<file path="src/rtl/ddr_fifo_burst_scheduler_if.sv">
// Handshake bundle between the DDR FIFO burst scheduler and its
// surrounding staging FIFOs and AXI burst engines.
interface ddr_fifo_burst_scheduler_if #(
  parameter int unsigned ADDR_WIDTH = 30,
  parameter int unsigned CNT_WIDTH  = 12,
  parameter int unsigned LVL_WIDTH  = 11
);
  logic                  enable;
  logic                  flush;
  logic [CNT_WIDTH-1:0]  in_fifo_cnt;
  logic [CNT_WIDTH-1:0]  out_fifo_space;
  logic                  wr_burst_done;
  logic                  rd_burst_done;
  logic                  wr_start;
  logic                  rd_start;
  logic [ADDR_WIDTH-1:0] wr_addr;
  logic [ADDR_WIDTH-1:0] rd_addr;
  logic [LVL_WIDTH-1:0]  level;
  logic                  ddr_full;
  logic                  ddr_empty;
  logic                  busy;
  logic                  proto_err;

  // Scheduler side
  modport slave (
    input  enable, flush, in_fifo_cnt, out_fifo_space, wr_burst_done, rd_burst_done,
    output wr_start, rd_start, wr_addr, rd_addr, level, ddr_full, ddr_empty, busy, proto_err
  );

  // Controller / environment side
  modport master (
    output enable, flush, in_fifo_cnt, out_fifo_space, wr_burst_done, rd_burst_done,
    input  wr_start, rd_start, wr_addr, rd_addr, level, ddr_full, ddr_empty, busy, proto_err
  );
endinterface

</file>
<file path="src/rtl/ddr_fifo_burst_scheduler.sv">
// Arbitrates single AXI write/read bursts against a DDR ring buffer and
// tracks the ring pointers and committed fill level in bursts.
module ddr_fifo_burst_scheduler #(
  parameter int unsigned ADDR_WIDTH  = 30,
  parameter int unsigned BURST_LEN   = 16,
  parameter int unsigned DATA_WIDTH  = 64,
  parameter int unsigned BASE_ADDR   = 0,
  parameter int unsigned RING_BURSTS = 1024,
  parameter int unsigned CNT_WIDTH   = 12
) (
  input logic M_AXI_ACLK,
  input logic M_AXI_ARESETN,
  ddr_fifo_burst_scheduler_if.slave sif
);

  localparam int unsigned BB    = BURST_LEN * DATA_WIDTH / 8;
  localparam int unsigned LVL_W = $clog2(RING_BURSTS + 1);
  localparam int unsigned PTR_W = (RING_BURSTS > 1) ? $clog2(RING_BURSTS) : 1;

  typedef enum logic [1:0] {IDLE, WR_RUN, RD_RUN} state_t;

  state_t                state_q, state_d;
  logic [PTR_W-1:0]      wr_ptr_q, wr_ptr_d, rd_ptr_q, rd_ptr_d;
  logic [LVL_W-1:0]      level_q, level_d;
  logic [ADDR_WIDTH-1:0] wr_addr_q, wr_addr_d, rd_addr_q, rd_addr_d;
  logic                  wr_start_q, wr_start_d, rd_start_q, rd_start_d;
  logic                  full_q, full_d, empty_q, empty_d, busy_q, busy_d;
  logic                  err_q, err_d, flush_pend_q, flush_pend_d;
  logic                  last_rd_q, last_rd_d;
  logic                  wr_ok, rd_ok, flush_now;

  function automatic logic [ADDR_WIDTH-1:0] burst_addr(input logic [PTR_W-1:0] p);
    return ADDR_WIDTH'(BASE_ADDR) + ADDR_WIDTH'(p) * ADDR_WIDTH'(BB);
  endfunction

  function automatic logic [PTR_W-1:0] ptr_inc(input logic [PTR_W-1:0] p);
    return (p == PTR_W'(RING_BURSTS - 1)) ? '0 : p + PTR_W'(1);
  endfunction

  // Next-state, pointer and output computation
  always_comb begin
    state_d      = state_q;
    wr_ptr_d     = wr_ptr_q;
    rd_ptr_d     = rd_ptr_q;
    level_d      = level_q;
    wr_addr_d    = wr_addr_q;
    rd_addr_d    = rd_addr_q;
    wr_start_d   = 1'b0;
    rd_start_d   = 1'b0;
    err_d        = err_q;
    flush_pend_d = flush_pend_q;
    last_rd_d    = last_rd_q;

    wr_ok     = sif.enable && (sif.in_fifo_cnt >= CNT_WIDTH'(BURST_LEN)) &&
                (level_q < LVL_W'(RING_BURSTS));
    rd_ok     = sif.enable && (level_q != '0) &&
                (sif.out_fifo_space >= CNT_WIDTH'(BURST_LEN));
    flush_now = sif.flush || flush_pend_q;

    case (state_q)
      IDLE: begin
        if (flush_now) begin
          wr_ptr_d     = '0;
          rd_ptr_d     = '0;
          level_d      = '0;
          wr_addr_d    = ADDR_WIDTH'(BASE_ADDR);
          rd_addr_d    = ADDR_WIDTH'(BASE_ADDR);
          err_d        = 1'b0;
          flush_pend_d = 1'b0;
        end else if (wr_ok && (!rd_ok || last_rd_q)) begin
          state_d    = WR_RUN;
          wr_start_d = 1'b1;
          wr_addr_d  = burst_addr(wr_ptr_q);
          last_rd_d  = 1'b0;
        end else if (rd_ok) begin
          state_d    = RD_RUN;
          rd_start_d = 1'b1;
          rd_addr_d  = burst_addr(rd_ptr_q);
          last_rd_d  = 1'b1;
        end
        if (sif.wr_burst_done || sif.rd_burst_done) err_d = 1'b1;
      end
      WR_RUN: begin
        if (sif.wr_burst_done) begin
          state_d  = IDLE;
          level_d  = level_q + LVL_W'(1);
          wr_ptr_d = ptr_inc(wr_ptr_q);
        end
        if (sif.rd_burst_done) err_d = 1'b1;
        if (sif.flush) flush_pend_d = 1'b1;
      end
      RD_RUN: begin
        if (sif.rd_burst_done) begin
          state_d  = IDLE;
          level_d  = level_q - LVL_W'(1);
          rd_ptr_d = ptr_inc(rd_ptr_q);
        end
        if (sif.wr_burst_done) err_d = 1'b1;
        if (sif.flush) flush_pend_d = 1'b1;
      end
      default: state_d = IDLE;
    endcase

    full_d  = (level_d == LVL_W'(RING_BURSTS));
    empty_d = (level_d == '0);
    busy_d  = (state_d != IDLE);
  end

  always_ff @(posedge M_AXI_ACLK or negedge M_AXI_ARESETN) begin
    if (!M_AXI_ARESETN) begin
      state_q      <= IDLE;
      wr_ptr_q     <= '0;
      rd_ptr_q     <= '0;
      level_q      <= '0;
      wr_addr_q    <= ADDR_WIDTH'(BASE_ADDR);
      rd_addr_q    <= ADDR_WIDTH'(BASE_ADDR);
      wr_start_q   <= 1'b0;
      rd_start_q   <= 1'b0;
      full_q       <= 1'b0;
      empty_q      <= 1'b1;
      busy_q       <= 1'b0;
      err_q        <= 1'b0;
      flush_pend_q <= 1'b0;
      last_rd_q    <= 1'b1;
    end else begin
      state_q      <= state_d;
      wr_ptr_q     <= wr_ptr_d;
      rd_ptr_q     <= rd_ptr_d;
      level_q      <= level_d;
      wr_addr_q    <= wr_addr_d;
      rd_addr_q    <= rd_addr_d;
      wr_start_q   <= wr_start_d;
      rd_start_q   <= rd_start_d;
      full_q       <= full_d;
      empty_q      <= empty_d;
      busy_q       <= busy_d;
      err_q        <= err_d;
      flush_pend_q <= flush_pend_d;
      last_rd_q    <= last_rd_d;
    end
  end

  assign sif.wr_start  = wr_start_q;
  assign sif.rd_start  = rd_start_q;
  assign sif.wr_addr   = wr_addr_q;
  assign sif.rd_addr   = rd_addr_q;
  assign sif.level     = level_q;
  assign sif.ddr_full  = full_q;
  assign sif.ddr_empty = empty_q;
  assign sif.busy      = busy_q;
  assign sif.proto_err = err_q;

endmodule

</file>
<file path="src/flat_wrapper.sv">
// flat-port wrapper written by rule: the top's interface ports become plain ports
module ddr_fifo_burst_scheduler_flat 
#(
  parameter int unsigned ADDR_WIDTH  = 30,
  parameter int unsigned BURST_LEN   = 16,
  parameter int unsigned DATA_WIDTH  = 64,
  parameter int unsigned BASE_ADDR   = 0,
  parameter int unsigned RING_BURSTS = 1024,
  parameter int unsigned CNT_WIDTH   = 12
)
  (M_AXI_ACLK, M_AXI_ARESETN, sif_enable, sif_flush, sif_in_fifo_cnt, sif_out_fifo_space, sif_wr_burst_done, sif_rd_burst_done, sif_wr_start, sif_rd_start, sif_wr_addr, sif_rd_addr, sif_level, sif_ddr_full, sif_ddr_empty, sif_busy, sif_proto_err);
  ddr_fifo_burst_scheduler_if #(.ADDR_WIDTH(ADDR_WIDTH), .CNT_WIDTH(CNT_WIDTH), .LVL_WIDTH(($clog2(RING_BURSTS + 1)))) sif_i ();
  input logic M_AXI_ACLK;
  input logic M_AXI_ARESETN;
  input wire logic [$bits(sif_i.enable)-1:0] sif_enable;
  input wire logic [$bits(sif_i.flush)-1:0] sif_flush;
  input wire logic [$bits(sif_i.in_fifo_cnt)-1:0] sif_in_fifo_cnt;
  input wire logic [$bits(sif_i.out_fifo_space)-1:0] sif_out_fifo_space;
  input wire logic [$bits(sif_i.wr_burst_done)-1:0] sif_wr_burst_done;
  input wire logic [$bits(sif_i.rd_burst_done)-1:0] sif_rd_burst_done;
  output wire logic [$bits(sif_i.wr_start)-1:0] sif_wr_start;
  output wire logic [$bits(sif_i.rd_start)-1:0] sif_rd_start;
  output wire logic [$bits(sif_i.wr_addr)-1:0] sif_wr_addr;
  output wire logic [$bits(sif_i.rd_addr)-1:0] sif_rd_addr;
  output wire logic [$bits(sif_i.level)-1:0] sif_level;
  output wire logic [$bits(sif_i.ddr_full)-1:0] sif_ddr_full;
  output wire logic [$bits(sif_i.ddr_empty)-1:0] sif_ddr_empty;
  output wire logic [$bits(sif_i.busy)-1:0] sif_busy;
  output wire logic [$bits(sif_i.proto_err)-1:0] sif_proto_err;
  assign sif_i.enable = sif_enable;
  assign sif_i.flush = sif_flush;
  assign sif_i.in_fifo_cnt = sif_in_fifo_cnt;
  assign sif_i.out_fifo_space = sif_out_fifo_space;
  assign sif_i.wr_burst_done = sif_wr_burst_done;
  assign sif_i.rd_burst_done = sif_rd_burst_done;
  assign sif_wr_start = sif_i.wr_start;
  assign sif_rd_start = sif_i.rd_start;
  assign sif_wr_addr = sif_i.wr_addr;
  assign sif_rd_addr = sif_i.rd_addr;
  assign sif_level = sif_i.level;
  assign sif_ddr_full = sif_i.ddr_full;
  assign sif_ddr_empty = sif_i.ddr_empty;
  assign sif_busy = sif_i.busy;
  assign sif_proto_err = sif_i.proto_err;
  ddr_fifo_burst_scheduler #(.ADDR_WIDTH(ADDR_WIDTH), .BURST_LEN(BURST_LEN), .DATA_WIDTH(DATA_WIDTH), .BASE_ADDR(BASE_ADDR), .RING_BURSTS(RING_BURSTS), .CNT_WIDTH(CNT_WIDTH)) u_core (.M_AXI_ACLK(M_AXI_ACLK), .M_AXI_ARESETN(M_AXI_ARESETN), .sif(sif_i));
endmodule
</file>
<file path="config.mk">
export PLATFORM = sky130hd
export DESIGN_NAME = ddr_fifo_burst_scheduler_flat
export DESIGN_NICKNAME = d
export VERILOG_FILES = /design/src/rtl/ddr_fifo_burst_scheduler_if.sv /design/src/rtl/ddr_fifo_burst_scheduler.sv /design/src/flat_wrapper.sv
export SDC_FILE = /design/constraint.sdc
export NUM_CORES = 1
export LEC_CHECK = 0
export ABC_CLOCK_PERIOD_IN_PS = 2660
export CELL_PAD_IN_SITES_DETAIL_PLACEMENT = 1
export CELL_PAD_IN_SITES_GLOBAL_PLACEMENT = 1
export CORE_UTILIZATION = 25
export DETAILED_ROUTE_END_ITERATION = 10
export GPL_ROUTABILITY_DRIVEN = 0
export GPL_TIMING_DRIVEN = 0
export PLACE_DENSITY_LB_ADDON = 0.1
export SYNTH_ARGS = -nofsm -noshare
export SYNTH_HDL_FRONTEND = slang
export SYNTH_SLANG_ARGS = --single-unit
</file>
<file path="constraint.sdc">
create_clock -name M_AXI_ACLK -period 2.66 [get_ports M_AXI_ACLK]
set_input_delay 0.532 -clock M_AXI_ACLK [delete_from_list [all_inputs] [get_ports M_AXI_ACLK]]
set_output_delay 0.532 -clock M_AXI_ACLK [all_outputs]
set_load 0.02 [all_outputs]
</file>
=== Word-level counts from Yosys, hierarchy flattened ===
Cells that the tools add are included.

* Bits in registers: 101
* Bits of input ports: 30
* Output and inout bits: 77
* Word-level logic and storage cells: 101

* Add/subtract/negate cells: 4
* $lt $le $gt $ge: 3
* Equal/unequal tests: 13
* Mux-type cells: 38
* Bitwise gates (word level): 1
* Reduce and logical (&&, ||, !) cells: 28

{| class="wikitable"
|+ Operator list
! cell !! number
|-
| $mux W30 || 5
|-
| $mux W10 || 5
|-
| $pmux W10 S2 || 2
|-
| $mux W11 || 3
|-
| $pmux W11 S3 || 1
|-
| $ge A12 B5 Y1 const B || 2
|-
| $add A10 B1 Y10 const B || 2
|-
| $eq A10 B10 Y1 const B || 2
|-
| $reduce_and A3 Y1 || 5
|-
| $mux W1 || 14
|-
| $reduce_bool A2 Y1 || 7
|-
| $add A11 B1 Y11 const B || 1
|-
| $eq A11 B11 Y1 const B || 1
|-
| $logic_not A11 Y1 || 1
|-
| $lt A11 B11 Y1 const B || 1
|-
| $reduce_bool A11 Y1 || 1
|-
| $sub A11 B1 Y11 const B || 1
|-
| $mux W2 || 5
|-
| $ne A2 B2 Y1 const B || 4
|-
| $ne A2 B1 Y1 const B || 3
|-
| $pmux W2 S3 || 1
|-
| $logic_and A1 B1 Y1 || 5
|-
| $reduce_and A4 Y1 || 1
|-
| $logic_or A1 B1 Y1 || 3
|-
| 11 further kinds || 11
|}

=== Depth between registers and ports, before layout ===
Gate-level depths: netlist (run 1).

* Word-level depth: 10
* Depth in mapped cells: 9
* Mapped depth without buffers: 8

=== Worst setup path before layout (run 1) ===
OpenSTA, ideal clock, no wires.

* Kind: input-to-reg
* Start: in sif_rd_burst_done
* End: reg u_core.empty_q (netlist: u_core.sif.ddr_empty)
* Library setup time: 0.082 ns
* Arrival: 2.557 ns
* Required time: 2.578 ns
* Slack: 0.021 ns
* Cell stages on the path: 7
* Path buffers: 1
* Cells stage by stage: buf_2 > or4b_4 > or4_4 > nor4_2 > o311ai_1 > or4_1 > nor3_1

* Cells in the longest elaborated chain, start to end: 3

{| class="wikitable"
|+ RTL lines
! element !! line !! text
|-
| from (decl) || flat_wrapper.sv:20 || <nowiki>input wire logic [$bits(sif_i.rd_burst_done)-1:0] sif_rd_burst_done;</nowiki>
|-
| $mux W11 || ddr_fifo_burst_scheduler.sv:93 || <nowiki>if (sif.rd_burst_done) begin</nowiki>
|-
| $pmux W11 S3 || ddr_fifo_burst_scheduler.sv:60 || <nowiki>case (state_q)</nowiki>
|-
| named net u_core.level_d[9] || ddr_fifo_burst_scheduler.sv:24 || <nowiki>logic [LVL_W-1:0] level_q, level_d;</nowiki>
|-
| $logic_not A11 Y1 || ddr_fifo_burst_scheduler.sv:105 || <nowiki>empty_d = (level_d == '0);</nowiki>
|-
| named net u_core.empty_d || ddr_fifo_burst_scheduler.sv:27 || <nowiki>logic full_q, full_d, empty_q, empty_d, busy_q, busy_d;</nowiki>
|-
| to (signal assigned) || ddr_fifo_burst_scheduler.sv:135 || <nowiki>empty_q <= empty_d;</nowiki>
|-
| to (decl) || ddr_fifo_burst_scheduler.sv:27 ||
|}

The timed path passes the listed nets, and every way through them passes these cells.
A chain may end at the register's enable or synchronous reset.

=== Worst setup path in the final report (run 1) ===
* Start: reg u_core.level_q[2] (netlist: u_core.sif.level[2])
* End: reg u_core.full_q (netlist: u_core.sif.ddr_full)

* Cells in the longest elaborated chain, start to end: 4
* Elaborated cells between the ends (all ways): 7
* Those cells by class: add/sub (2); eq/ne (1); mux (4)

{| class="wikitable"
|+ RTL lines
! element !! line !! text
|-
| from (decl) || ddr_fifo_burst_scheduler.sv:24 ||
|-
| from (signal assigned) || ddr_fifo_burst_scheduler.sv:129 || <nowiki>level_q <= level_d;</nowiki>
|-
| $sub A11 B1 Y11 or $add A11 B1 Y11 (tied branches) || ddr_fifo_burst_scheduler.sv:95, ddr_fifo_burst_scheduler.sv:86 ||
|-
| $mux W11 (on tied branches) || ddr_fifo_burst_scheduler.sv:93, ddr_fifo_burst_scheduler.sv:84 ||
|-
| $pmux W11 S3 (*) || ddr_fifo_burst_scheduler.sv:60 ||
|-
| named net u_core.level_d[9] || ddr_fifo_burst_scheduler.sv:24 ||
|-
| $eq A11 B11 Y1 (*) || ddr_fifo_burst_scheduler.sv:104 || <nowiki>full_d = (level_d == LVL_W'(RING_BURSTS));</nowiki>
|-
| named net u_core.full_d || ddr_fifo_burst_scheduler.sv:27 ||
|-
| to (signal assigned) || ddr_fifo_burst_scheduler.sv:134 || <nowiki>full_q <= full_d;</nowiki>
|-
| to (decl) || ddr_fifo_burst_scheduler.sv:27 ||
|}

Mark *: on every way through the listed nets, which the timed path passes. The rest lies on a longest branch.

==> impl_summary.txt, run 1 <==
----------------------------------------------------
[Power]
  Areal power density over the cells ... between 800 and 900 nW/µm²
  P_sw ... ~1.8 mW
  Net switching share of the total power ... around two fifths
  Part of the total power dissipated in sequential elements ... roughly 30%
  Internal power consumption ... ~2.5 mW
  Overall power consumption ... 4.307 mW
  Static leakage ... between 2 and 2.5 nW
  Clock network fraction of design power ... around 25%
  Max VDD drop ... between 0.3 and 0.4 mV
  Combinational Power Share ... 45.5%

[Floorplan]
  Total die area ... between 15,000 and 20,000 µm²
  Core Box Area ... about 15,000 µm²
  Number of ports placed on the die boundary ... approximately 110
  Starting utilization of the core area ... between 20 and 30%
  Vertical extent of the die ... between 100 and 150 µm
  Rows ... 44
  Overall die width ... 124.1 µm

[Critical path]
  Category of the worst setup path capture point ... register
  CP startpoint ... u_core.sif.level[2]$_DFF_PN0_
  Critical path fanouts, max ... 9
  Startpoint of the worst-slack reg-to-reg timing path ... u_core.sif.level[2]$_DFF_PN0_
  Category of the worst setup path launch point ... register
  Type of the setup path with the least slack ... register to register
  Arrival @ worst endpoint ... ~2900 ps
  Endpoint required time on the critical path ... 2910 ps

[Finish]
  Fraction of final layout cells sized beyond drive strength 1 ... between 15 and 20%
  Diodes inserted ... 0
  Most common cell after layout, fill and taps aside ... sky130_fd_sc_hd__dfrtp_1
  Syn-to-layout area delta ... 35.12%
  Net count, final ... around 550
  End-of-flow core utilization ... approximately 35%
  Final standard cell area without fillers ... 5035 µm²
  Leading cell types in the layout, fill and taps excluded ... sky130_fd_sc_hd__dfrtp_1 (58), sky130_fd_sc_hd__clkdlybuf4s50_1 (56), sky130_fd_sc_hd__buf_4 (45), sky130_fd_sc_hd__conb_1 (40), sky130_fd_sc_hd__o21ai_0 (34)

[Timing]
  Worst-case headroom to the max-slew limit ... 45.53%
  Final worst setup slack ... 16.10 ps
  Count of pins over their slew limit ... 0
  Final worst-path cycle share ... about 99%
  Worst clock skew on the final layout ... approximately 8.0 ps
  RSZ-0062 raised after global routing ... yes
  Highest clock rate ... approximately 0.38 GHz
  Tightest hold margin ... around 280 ps
  Transition at the pin with the smallest max-transition slack ... between 800 and 900 ps
  Final critical delay including setup and external delays ... 2644 ps
  Final count of hold timing violations ... 0
  Number of setup violations in the final report ... 0

[Place]
  Placed wire-length estimate after detailed placement ... about 8 mm
  Quantity of I/O buffers inserted on ports ... between 50 and 60
  DP Area ... approximately 4700 µm²
  Pre-CTS setup slack ... -575.7 ps

[CTS]
  Inserted Clock Buffers ... 9
  Number of buffers on the longest clock path ... 2
  Cts hold-fix bufs ... 0
  Clock latency at the later pin of the worst-skew pair ... roughly 340 ps
  Clock tree from TritonCTS ... done
  Master cell of the clock root buffer ... sky130_fd_sc_hd__clkbuf_16
  Number of H-tree levels ... 3
  Total clock sinks ... a little over 60
  Clock slew at the register clock pins of the worst setup and hold paths ... about 60 ps

[Global route]
  Vias in the first global route ... roughly 3,400
  Number of antenna violations at the first check in global routing ... 0
  Wire length of the first global-routing pass ... between 15 and 20 mm
  Largest net degree at the start of global routing ... 62
  Global route total overflow ... 0
  Overall global routing resource usage ... between 10% and 20%

[Drt]
  Vias after detailed routing ... roughly 3,400
  Routed wire length per instance ... about 16 µm
  DR DRC count ... 0
  Number of routed nets with antenna violations ... 0
  Iteration-0 DRC count of the detailed router ... between 150 and 200
  Ratio of routed vias to standard cells ... between 4 and 5
  Final wirelength ... between 10 and 15 mm
  Number of iterations in the first detailed-routing pass ... 6

[Synthesis]
  Total of warnings raised by yosys ... 0
  Leading register cell type out of synthesis ... sky130_fd_sc_hd__dfrtp_1
  Post-synthesis async set-or-reset flop share ... 100.0%
  Unique cell type count in the Yosys netlist ... 58
  Synth Cell Area ... 3726 µm²
  Post-Synthesis Mean Instance Area ... a little over 9 µm²
  Number of flops mapped to enable cells by yosys ... 0
  Proportion of netlist area held by the largest area contributor ... between 30% and 40%
  Post-synthesis sequential element count ... 61
  Sequential share of the synthesized area ... around 41%
  Post-synthesis instance total ... around 400
  Dominant cells by area after synthesis ... sky130_fd_sc_hd__dfrtp_1 (40%), sky130_fd_sc_hd__buf_4 (8.1%), sky130_fd_sc_hd__o21ai_0 (4.7%), sky130_fd_sc_hd__a22o_1 (3.3%), sky130_fd_sc_hd__nand4_1 (3.0%)
  Top cell type by total area after synthesis ... sky130_fd_sc_hd__dfrtp_1

[Run]
  Max_cap viols ... 0

[Status]
  Status ... finished, final reports clean

[Min path]
  Worst min-delay path class ... primary input to asynchronous set/reset pin

----------------------------------------------------
## cell type report
class | count | area [µm²]
clock inverter | 4 | 25.02
timing repair buffer | 62 | 618.1
fill | 1738 | 9499
inverter | 13 | 48.80
multi-input combinational | 311 | 1952
clock buffer | 12 | 246.5
tap | 184 | 230.2
sequential | 61 | 1530
buffer | 57 | 384.1
## per-stage QoR
stage / setup TNS [ps] / cells
global route: -136.1 / 704
finish: 0 / 704
global placement: -83630 / 688
CTS: -31.99 / 704
floorplan: 0 / 447
detailed placement: -11060 / 688
## synthesized netlist by cell type (5+ instances only)
library cell and instances:
sky130_fd_sc_hd__a21bo_2 11, sky130_fd_sc_hd__a21o_1 5, sky130_fd_sc_hd__a21oi_1 10, sky130_fd_sc_hd__a22o_1 14, sky130_fd_sc_hd__a31oi_1 6, sky130_fd_sc_hd__and3_1 8
sky130_fd_sc_hd__buf_4 40, sky130_fd_sc_hd__clkbuf_1 18, sky130_fd_sc_hd__dfrtp_1 59, sky130_fd_sc_hd__ha_1 8, sky130_fd_sc_hd__inv_1 13, sky130_fd_sc_hd__nand2_1 26
sky130_fd_sc_hd__nand2b_1 10, sky130_fd_sc_hd__nand3_1 11, sky130_fd_sc_hd__nand4_1 18, sky130_fd_sc_hd__nor2_1 27, sky130_fd_sc_hd__nor3_1 11, sky130_fd_sc_hd__nor4_1 6
sky130_fd_sc_hd__o21ai_0 35, sky130_fd_sc_hd__o31ai_1 10
## path summary, 6_finish.rpt
kind / end / slack [ps] / depth (start not counted)
max: u_core.sif.ddr_full$_DFF_PN0_ / 20 / 7
min: u_core.sif.level[8]$_DFF_PN0_ / 280 / 1
max reg2reg: u_core.sif.ddr_full$_DFF_PN0_ / 20 / 7
min reg2reg: u_core.sif.rd_addr[14]$_DFFE_PN0P_ / 480 / 1
max in group asynchronous: u_core.wr_ptr_q[2]$_DFFE_PN0P_ / 1830 / 1
min in group M_AXI_ACLK: u_core.sif.rd_addr[14]$_DFFE_PN0P_ / 480 / 1
## flip-flops by register name, summed over array words and instances, names as in the netlist
register,count
u_core.flush_pend_q,1
u_core.last_rd_q,1
u_core.rd_ptr_q,10
u_core.sif.busy,1
u_core.sif.ddr_empty,1
u_core.sif.ddr_full,1
u_core.sif.level,11
u_core.sif.proto_err,1
u_core.sif.rd_addr,10
u_core.sif.rd_start,1
u_core.sif.wr_addr,10
u_core.sif.wr_start,1
u_core.state_q,2
u_core.wr_ptr_q,10
## cells by family (layout without fill, tap and decap cells)
group,Yosys count,after routing,share of synthesized area [%]
adder cells (fa/ha/maj),8,8,2.686
multiplexers,3,3,0.8395
AO/OA/AOI/OAI,124,124,24.04
other,1,40,0.1006
flip-flops,61,61,41.03
AND/OR/NAND/NOR,136,136,19.41
buffers and inverters,75,148,11.89
## worst max-delay path, stage by stage (launching register included)
cell and delay [ps]:
sky130_fd_sc_hd__dfrtp_1 390, sky130_fd_sc_hd__buf_6 140, sky130_fd_sc_hd__or4b_4 560, sky130_fd_sc_hd__or4_4 470, sky130_fd_sc_hd__nor4_2 150, sky130_fd_sc_hd__o311ai_1 130
sky130_fd_sc_hd__or4_4 550, sky130_fd_sc_hd__nor3_2 170
## what timing repair did
item                                    4_1_cts  5_1_grt
endpoints found under the setup margin       43       34
setup buffers                                 3        2
gates resized for setup                      10       12
pin swaps                                     3        1
## power by group through the flow
stage               combinational [mW]  sequential [mW]  clock (mW)
finish                            1.96             1.26        1.09
global route                      2.18             1.29        1.17
CTS                               1.96             1.25        1.14
detailed placement                1.86             1.25           0
global placement                  1.84             1.24           0
floorplan                         1.12             1.32           0
## metal layers
| metal | global-route usage (%) | vias to the layer above | wire length (µm) |
|---|---|---|---|
| li1 | - | 1641 | - |
| met1 | 20.16 | 1687 | 5221 |
| met2 | 25.07 | 50 | 5342 |
| met3 | 3.388 | 13 | 366 |
| met4 | 4.688 | 0 | 127 |
| met5 | 0 | - | 0 |
Note: power is estimated with default switching activity, not from simulation.
==> inputs of run 2 (changes only) <==
Settings changed: ABC_AREA set to 1, HOLD_SLACK_MARGIN set to 0.03.
==> run 2 against run 1 <==
  * Combinational power down 4%
  * Sequential power about the same
  * Wire length down 0.36%
  * Clock power down 4%
  * Clock skew down 0.78 ps
  * Largest cell class unchanged
  * Largest power group unchanged
==> impl_summary.txt, run 2 <==
----------------------------------------------------
[Status]
  Status ... finished, final reports clean

[Drt]
  Number of routed nets with antenna violations ... 0
  Vias after detailed routing ... between 3,000 and 4,000
  Iteration-0 DRC count of the detailed router ... 116
  DR DRC count ... 0
  Routed wire length per instance ... ~14 µm
  Ratio of routed vias to standard cells ... approximately 4.3
  Number of iterations in the first detailed-routing pass ... 4
  Final wirelength ... between 10 and 15 mm

[Synthesis]
  Proportion of netlist area held by the largest area contributor ... around 39%
  Post-Synthesis Mean Instance Area ... about 7.4 µm²
  Post-synthesis instance total ... between 500 and 600
  Synth Cell Area ... between 3000 and 4000 µm²
  Sequential share of the synthesized area ... between 30% and 40%
  Number of flops mapped to enable cells by yosys ... 0
  Total of warnings raised by yosys ... 0
  Leading cell types by count after synthesis ... sky130_fd_sc_hd__nand2_1 (134), sky130_fd_sc_hd__dfrtp_1 (59), sky130_fd_sc_hd__inv_1 (59)
  Top cell type by total area after synthesis ... sky130_fd_sc_hd__dfrtp_1
  Post-synthesis async set-or-reset flop share ... between 90% and 100%
  Post-synthesis sequential element count ... 61
  Most repeated cell in the gate-level netlist after synthesis ... sky130_fd_sc_hd__nand2_1
  Dominant cells by area after synthesis ... sky130_fd_sc_hd__dfrtp_1 (39%), sky130_fd_sc_hd__nand2_1 (13%), sky130_fd_sc_hd__buf_4 (8.2%), sky130_fd_sc_hd__inv_1 (5.8%), sky130_fd_sc_hd__nand3_1 (5.6%)
  Leading register cell type out of synthesis ... sky130_fd_sc_hd__dfrtp_1
  Unique cell type count in the Yosys netlist ... 38

[Timing]
  Tightest hold margin ... 288.7 ps
  Post-Route Setup TNS ... 0 ps
  Final worst setup slack ... 474.2 ps
  Highest clock rate ... roughly 0.46 GHz
  RSZ-0062 raised after global routing ... no
  Final worst-path cycle share ... between 80 and 90%
  Count of pins over their slew limit ... 0
  Number of setup violations in the final report ... 0
  Worst clock skew on the final layout ... between 7 and 8 ps
  Transition at the pin with the smallest max-transition slack ... around 810 ps
  Final critical delay including setup and external delays ... between 2000 and 2500 ps
  Final count of hold timing violations ... 0
  Worst-case headroom to the max-slew limit ... a little under half

[Finish]
  Most common cell after layout, fill and taps aside ... sky130_fd_sc_hd__nand2_1
  End-of-flow core utilization ... between 30% and 40%
  Flip-flop count of the largest register, all copies and words added ... 11
  Leading cell types in the layout, fill and taps excluded ... sky130_fd_sc_hd__nand2_1 (134), sky130_fd_sc_hd__inv_1 (59), sky130_fd_sc_hd__dfrtp_1 (59), sky130_fd_sc_hd__clkdlybuf4s50_1 (57), sky130_fd_sc_hd__nor2_1 (48)
  Syn-to-layout area delta ... 31.64%
  Net count, final ... 665
  FILL cells ... around 1,900
  Finished Layout Cells ... ~800
  Final standard cell area without fillers ... between 5000 and 6000 µm²
  Diodes inserted ... 0
  Fraction of final layout cells sized beyond drive strength 1 ... ~14%

[Floorplan]
  Total die area ... 15,830 µm²
  Starting utilization of the core area ... 25.98%
  Rows ... 44
  Vertical extent of the die ... between 100 and 150 µm
  Overall die width ... between 100 and 150 µm
  Core Box Area ... 14,750 µm²
  Number of ports placed on the die boundary ... 107

[Critical path]
  Cell repeated most along the worst path ... sky130_fd_sc_hd__nand2_1
  Startpoint of the worst-slack reg-to-reg timing path ... u_core.state_q[1]$_DFF_PN0_
  Category of the worst setup path launch point ... register
  Slack of the worst reg-to-reg path ... around 470 ps
  CP startpoint ... u_core.state_q[1]$_DFF_PN0_
  Path depth of the worst reg2reg path ... 11
  Reg2reg end ... u_core.wr_ptr_q[8]$_DFFE_PN0P_
  Critical path fanouts, max ... 10
  Worst-path cell chain ... inv_1 -> ha_1 -> clkbuf_1 -> nand2_1 -> o21ai_0 -> nand2_1 -> inv_1 -> buf_2 -> nand2_1 -> nand2_1 -> inv_1
  Arrival @ worst endpoint ... approximately 2400 ps
  Type of the setup path with the least slack ... register to register
  Max stage delay cell, worst path ... sky130_fd_sc_hd__dfrtp_1
  Slowest stage delay, CP ... ~440 ps
  Category of the worst setup path capture point ... register
  Endpoint required time on the critical path ... about 2900 ps

[CTS]
  Cts hold-fix bufs ... 0
  Post-CTS Setup Repair Bufs ... 0
  Clock tree from TritonCTS ... done
  Total clock sinks ... 61
  Number of gates resized after cts ... 0
  Master cell of the clock root buffer ... sky130_fd_sc_hd__clkbuf_16
  Number of H-tree levels ... 3
  Inserted Clock Buffers ... 9
  Clock latency at the later pin of the worst-skew pair ... 340 ps
  Clock slew at the register clock pins of the worst setup and hold paths ... about 50 ps
  Number of buffers on the longest clock path ... 2

[Place]
  Placed wire-length estimate after detailed placement ... slightly above 8 mm
  Number of placed cells counting well taps ... 800
  Pre-CTS setup slack ... roughly 170 ps
  DP Area ... ~4800 µm²
  Quantity of I/O buffers inserted on ports ... 58

[Power]
  Areal power density over the cells ... between 800 and 900 nW/µm²
  Max VDD drop ... between 0.3 and 0.4 mV
  Part of the total power dissipated in sequential elements ... 30.2%
  P_sw ... ~1.9 mW
  Static leakage ... between 2 and 3 nW
  Net switching share of the total power ... approximately 45%
  Clock network fraction of design power ... about a quarter
  Combinational Power Share ... about 45%
  Overall power consumption ... between 4 and 5 mW
  Internal power consumption ... about 2.3 mW

[Min path]
  Worst min-delay path class ... primary input to asynchronous set/reset pin

[Global route]
  Wire length of the first global-routing pass ... 19.04 mm
  Overall global routing resource usage ... roughly 15%
  Number of antenna violations at the first check in global routing ... 0
  Vias in the first global route ... about 3,700
  Global route total overflow ... 0
  Largest net degree at the start of global routing ... 62

[Run]
  Max_cap viols ... 0

----------------------------------------------------
## run 2: cell families after synthesis
kind of cell | after synthesis | share of synthesized area (%)
buffers and inverters | 109 | 14.95
AOI/OAI and AO/OA | 71 | 10.15
xor gates and xnor gates | 4 | 0.9143
muxes | 1 | 0.2612
other | 1 | 0.09785
DFF | 61 | 39.90
adders and majority gates | 8 | 2.612
and+or+nand+nor | 264 | 31.11
## run 2: critical path, delay by kind of cell (launching register included)
| family | cells | cell delay [ps] |
|---|---|---|
| buf+inv | 5 | 890 |
| fa+ha+maj | 1 | 140 |
| compound gates | 1 | 100 |
| flops | 1 | 440 |
| simple gates | 4 | 490 |
## run 2: final cells by class
class	instances	area [µm²]	share of cell area [%]
clock inverter	5	28.78	0.5704
sequential	61	1529	30.31
clock buffer	10	229.0	4.539
timing repair buffer	58	578.1	11.46
inverter	60	225.2	4.464
buffer	49	347.8	6.895
tap	184	230.2	4.563
multi-input combinational	388	1877	37.20
## run 2: worst max path at each step
stage | end | cells past startpoint | slack [ps]
5_1_grt | u_core.sif.ddr_full$_DFF_PN0_ | 12 | 220
3_5_place_dp | u_core.sif.wr_addr[7]$_DFFE_PN0P_ | 7 | 170
3_3_place_gp | u_core.sif.ddr_full$_DFF_PN0_ | 1 | -1120
6_report | u_core.wr_ptr_q[8]$_DFFE_PN0P_ | 11 | 470
2_1_floorplan | u_core.sif.ddr_full$_DFF_PN0_ | 13 | 810
4_1_cts | u_core.sif.wr_addr[11]$_DFFE_PN0P_ | 8 | 390
## run 2: power by group through the flow
stage	Clock, mW	Sequential [mW]	Combinational (mW)
2_1_floorplan	0	1.35	1.16
3_3_place_gp	0	1.28	1.88
3_5_place_dp	0	1.29	1.92
4_1_cts	1.09	1.27	1.93
5_1_grt	1.13	1.29	2.14
6_report	1.05	1.27	1.88
## run 2: routing by layer
metal  share of wire [%]  vias up  GRT usage [%]
li1                    -     1802              -
met1                  48     1651          19.42
met2                  48       63          25.36
met3                 3.2       10          3.483
met4                 1.1        0          4.678
met5                   0        -              0
==> inputs of run 3 (changes only) <==
Settings changed: ABC_CLOCK_PERIOD_IN_PS 2660 to 2150.
Clock period 2.66 ns to 2.15 ns, I/O delays scaled along.
==> run 3 against run 2 <==
  * Critical path depth shrank 8
  * Die area stayed put
  * Clock power rose by 24%
  * Non-clock buffer count up 5
  * Final cell count up 0.61%
  * Sequential cell count did not move
  * Sequential share of layout area fell by 0.45 points
  * Critical path type is now register to output port
==> impl_summary.txt, run 3 (synthesis gave the netlist of run 2 again) <==
----------------------------------------------------
[Power]
  Max VDD drop ... 0.4834 mV
  Combinational Power Share ... between 40% and 50%
  Clock network fraction of design power ... around a quarter
  Net switching share of the total power ... 44.12%
  Areal power density over the cells ... about 1000 nW/µm²
  Internal power consumption ... approximately 3.0 mW
  Overall power consumption ... 5.350 mW
  Part of the total power dissipated in sequential elements ... ~29%
  Static leakage ... roughly 2.5 nW
  P_sw ... 2.360 mW

[Critical path]
  Cell repeated most along the worst path ... sky130_fd_sc_hd__buf_4
  Arrival @ worst endpoint ... between 1500 and 2000 ps
  Endpoint required time on the critical path ... 1720 ps
  Worst-path cell chain ... buf_4 -> buf_4 -> clkdlybuf4s50_1
  Slowest stage delay, CP ... between 500 and 600 ps
  Reg2reg end ... u_core.wr_ptr_q[8]$_DFFE_PN0P_
  Path depth of the worst reg2reg path ... 11
  Slack of the worst reg-to-reg path ... around 160 ps
  Category of the worst setup path capture point ... output port
  Category of the worst setup path launch point ... register
  Critical path fanouts, max ... 5
  Type of the setup path with the least slack ... register to output port
  Startpoint of the worst-slack reg-to-reg timing path ... u_core.state_q[1]$_DFF_PN0_
  Max stage delay cell, worst path ... sky130_fd_sc_hd__clkdlybuf4s50_1

[CTS]
  Master cell of the clock root buffer ... sky130_fd_sc_hd__clkbuf_16
  Clock latency at the later pin of the worst-skew pair ... approximately 340 ps
  Total clock sinks ... between 60 and 70
  Number of buffers on the longest clock path ... 2
  Number of H-tree levels ... 3
  Clock tree from TritonCTS ... done
  Clock slew at the register clock pins of the worst setup and hold paths ... roughly 50 ps
  Inserted Clock Buffers ... 9

[Timing]
  Count of pins over their slew limit ... 0
  Final worst setup slack ... about 130 ps
  Worst-case headroom to the max-slew limit ... 45.84%
  Number of setup violations in the final report ... 0
  RSZ-0062 raised after global routing ... yes
  Final critical delay including setup and external delays ... approximately 2000 ps
  Worst clock skew on the final layout ... about 8.5 ps
  Highest clock rate ... ~0.5 GHz
  Transition at the pin with the smallest max-transition slack ... just over 800 ps
  Final worst-path cycle share ... 93.93%
  Final count of hold timing violations ... 0

[Place]
  Number of placed cells counting well taps ... 800
  Placed wire-length estimate after detailed placement ... about 8.3 mm
  Quantity of I/O buffers inserted on ports ... 58
  DP Area ... about 4800 µm²
  Pre-CTS setup slack ... -235.7 ps

[Global route]
  Global route total overflow ... 0
  Wire length of the first global-routing pass ... about 19 mm
  Overall global routing resource usage ... between 15 and 20%
  Number of antenna violations at the first check in global routing ... 0
  Vias in the first global route ... between 3,000 and 4,000
  Largest net degree at the start of global routing ... 62

[Finish]
  Final standard cell area without fillers ... just over 5000 µm²
  Diodes inserted ... 0
  Fraction of final layout cells sized beyond drive strength 1 ... between 15 and 20%
  End-of-flow core utilization ... between 30% and 40%
  Net count, final ... 670
  Syn-to-layout area delta ... 33.82%
  Most common cell after layout, fill and taps aside ... sky130_fd_sc_hd__nand2_1
  Finished Layout Cells ... ~800
  FILL cells ... 1,846
  Leading cell types in the layout, fill and taps excluded ... sky130_fd_sc_hd__nand2_1 (132), sky130_fd_sc_hd__inv_1 (57), sky130_fd_sc_hd__clkdlybuf4s50_1 (57), sky130_fd_sc_hd__dfrtp_1 (57), sky130_fd_sc_hd__buf_4 (50)
  Flip-flop count of the largest register, all copies and words added ... 11

[Floorplan]
  Overall die width ... between 100 and 150 µm
  Number of ports placed on the die boundary ... about 110
  Core Box Area ... 14,750 µm²
  Rows ... 44
  Vertical extent of the die ... roughly 130 µm
  Total die area ... 15,830 µm²
  Starting utilization of the core area ... around a quarter

[Run]
  Max_cap viols ... 0

[Drt]
  Number of routed nets with antenna violations ... 0
  Routed wire length per instance ... 13.59 µm
  Final wirelength ... about 11 mm
  Number of iterations in the first detailed-routing pass ... 4
  Ratio of routed vias to standard cells ... around 4.4
  Iteration-0 DRC count of the detailed router ... about 100
  DR DRC count ... 0
  Vias after detailed routing ... ~3,600

[Status]
  Status ... finished, final reports clean

[Min path]
  Worst min-delay path class ... primary input to asynchronous set/reset pin

----------------------------------------------------
run 3: changes by cell type in the layout (fill, tap and decap cells not counted), sizes merged:
cell,before,now
clkbuf,12,13
buf,48,52
run 3: worst max-delay path by stage:
| stage | startpoint | to | slack, ps | cells after the start |
|---|---|---|---|---|
| 2_1_floorplan | u_core.sif.level[0]$_DFF_PN0_ | u_core.sif.ddr_full$_DFF_PN0_ | 300 | 13 |
| 3_3_place_gp | M_AXI_ARESETN | u_core.sif.ddr_full$_DFF_PN0_ | -1520 | 1 |
| 3_5_place_dp | sif_in_fifo_cnt[9] | u_core.sif.wr_addr[7]$_DFFE_PN0P_ | -240 | 7 |
| 4_1_cts | u_core.state_q[1]$_DFF_PN0_ | u_core.sif.ddr_full$_DFF_PN0_ | 20 | 12 |
| 5_1_grt | u_core.state_q[0]$_DFF_PN0_ | u_core.sif.ddr_full$_DFF_PN0_ | -30 | 14 |
| 6_report | u_core.sif.level[0]$_DFF_PN0_ | sif_level[0] | 130 | 3 |
run 3: layout make-up:
class                      instances  area, µm²  area share [%]
clock buffer                      10      229.0           4.465
tap                              184      230.2           4.489
sequential                        61       1531           29.86
inverter                          60      225.2           4.391
buffer                            48      351.6           6.855
multi-input combinational        388       1909           37.23
clock inverter                     5      28.78          0.5611
timing repair buffer              64      623.1           12.15
run 3: per-stage QoR:
stage / setup TNS (ps) / hold slack, ps
after detailed placement: -4032 / 475.9
final: 0 / 189.2
after floorplan: 0 / 134.4
after CTS: 0 / 227.3
after global placement: -93400 / 466.7
after global routing: -101.9 / 265.1
run 3: power by group through the flow:
| stage | clock network (mW) | logic [mW] | registers (mW) |
|---|---|---|---|
| 2_1_floorplan | 0 | 1.44 | 1.67 |
| 3_3_place_gp | 0 | 2.33 | 1.59 |
| 3_5_place_dp | 0 | 2.37 | 1.59 |
| 4_1_cts | 1.35 | 2.40 | 1.58 |
| 5_1_grt | 1.39 | 2.83 | 1.59 |
| 6_report | 1.30 | 2.50 | 1.55 |
run 3: layer usage:
metal  vias up  GRT usage, %  part of all wire (%)
li1       1813             -                     -
met1      1703         19.41                    48
met2        56         25.65                    48
met3        10         3.483                   3.0
met4         0         4.678                   1.1
met5         -             0                     0
run 3: worst max-delay path, delay by kind of cell (launching register included):
kind | cells | cell delay, ps
buffers and inverters | 3 | 820
flip-flops | 1 | 430
run 3: timing repair:
item / CTS / global route
gates resized for setup: 4 / 13
buffers inserted: 1 / 5
hold buffers: 0 / 0
endpoints found under the setup margin: 21 / 30
pin swaps: 0 / 1
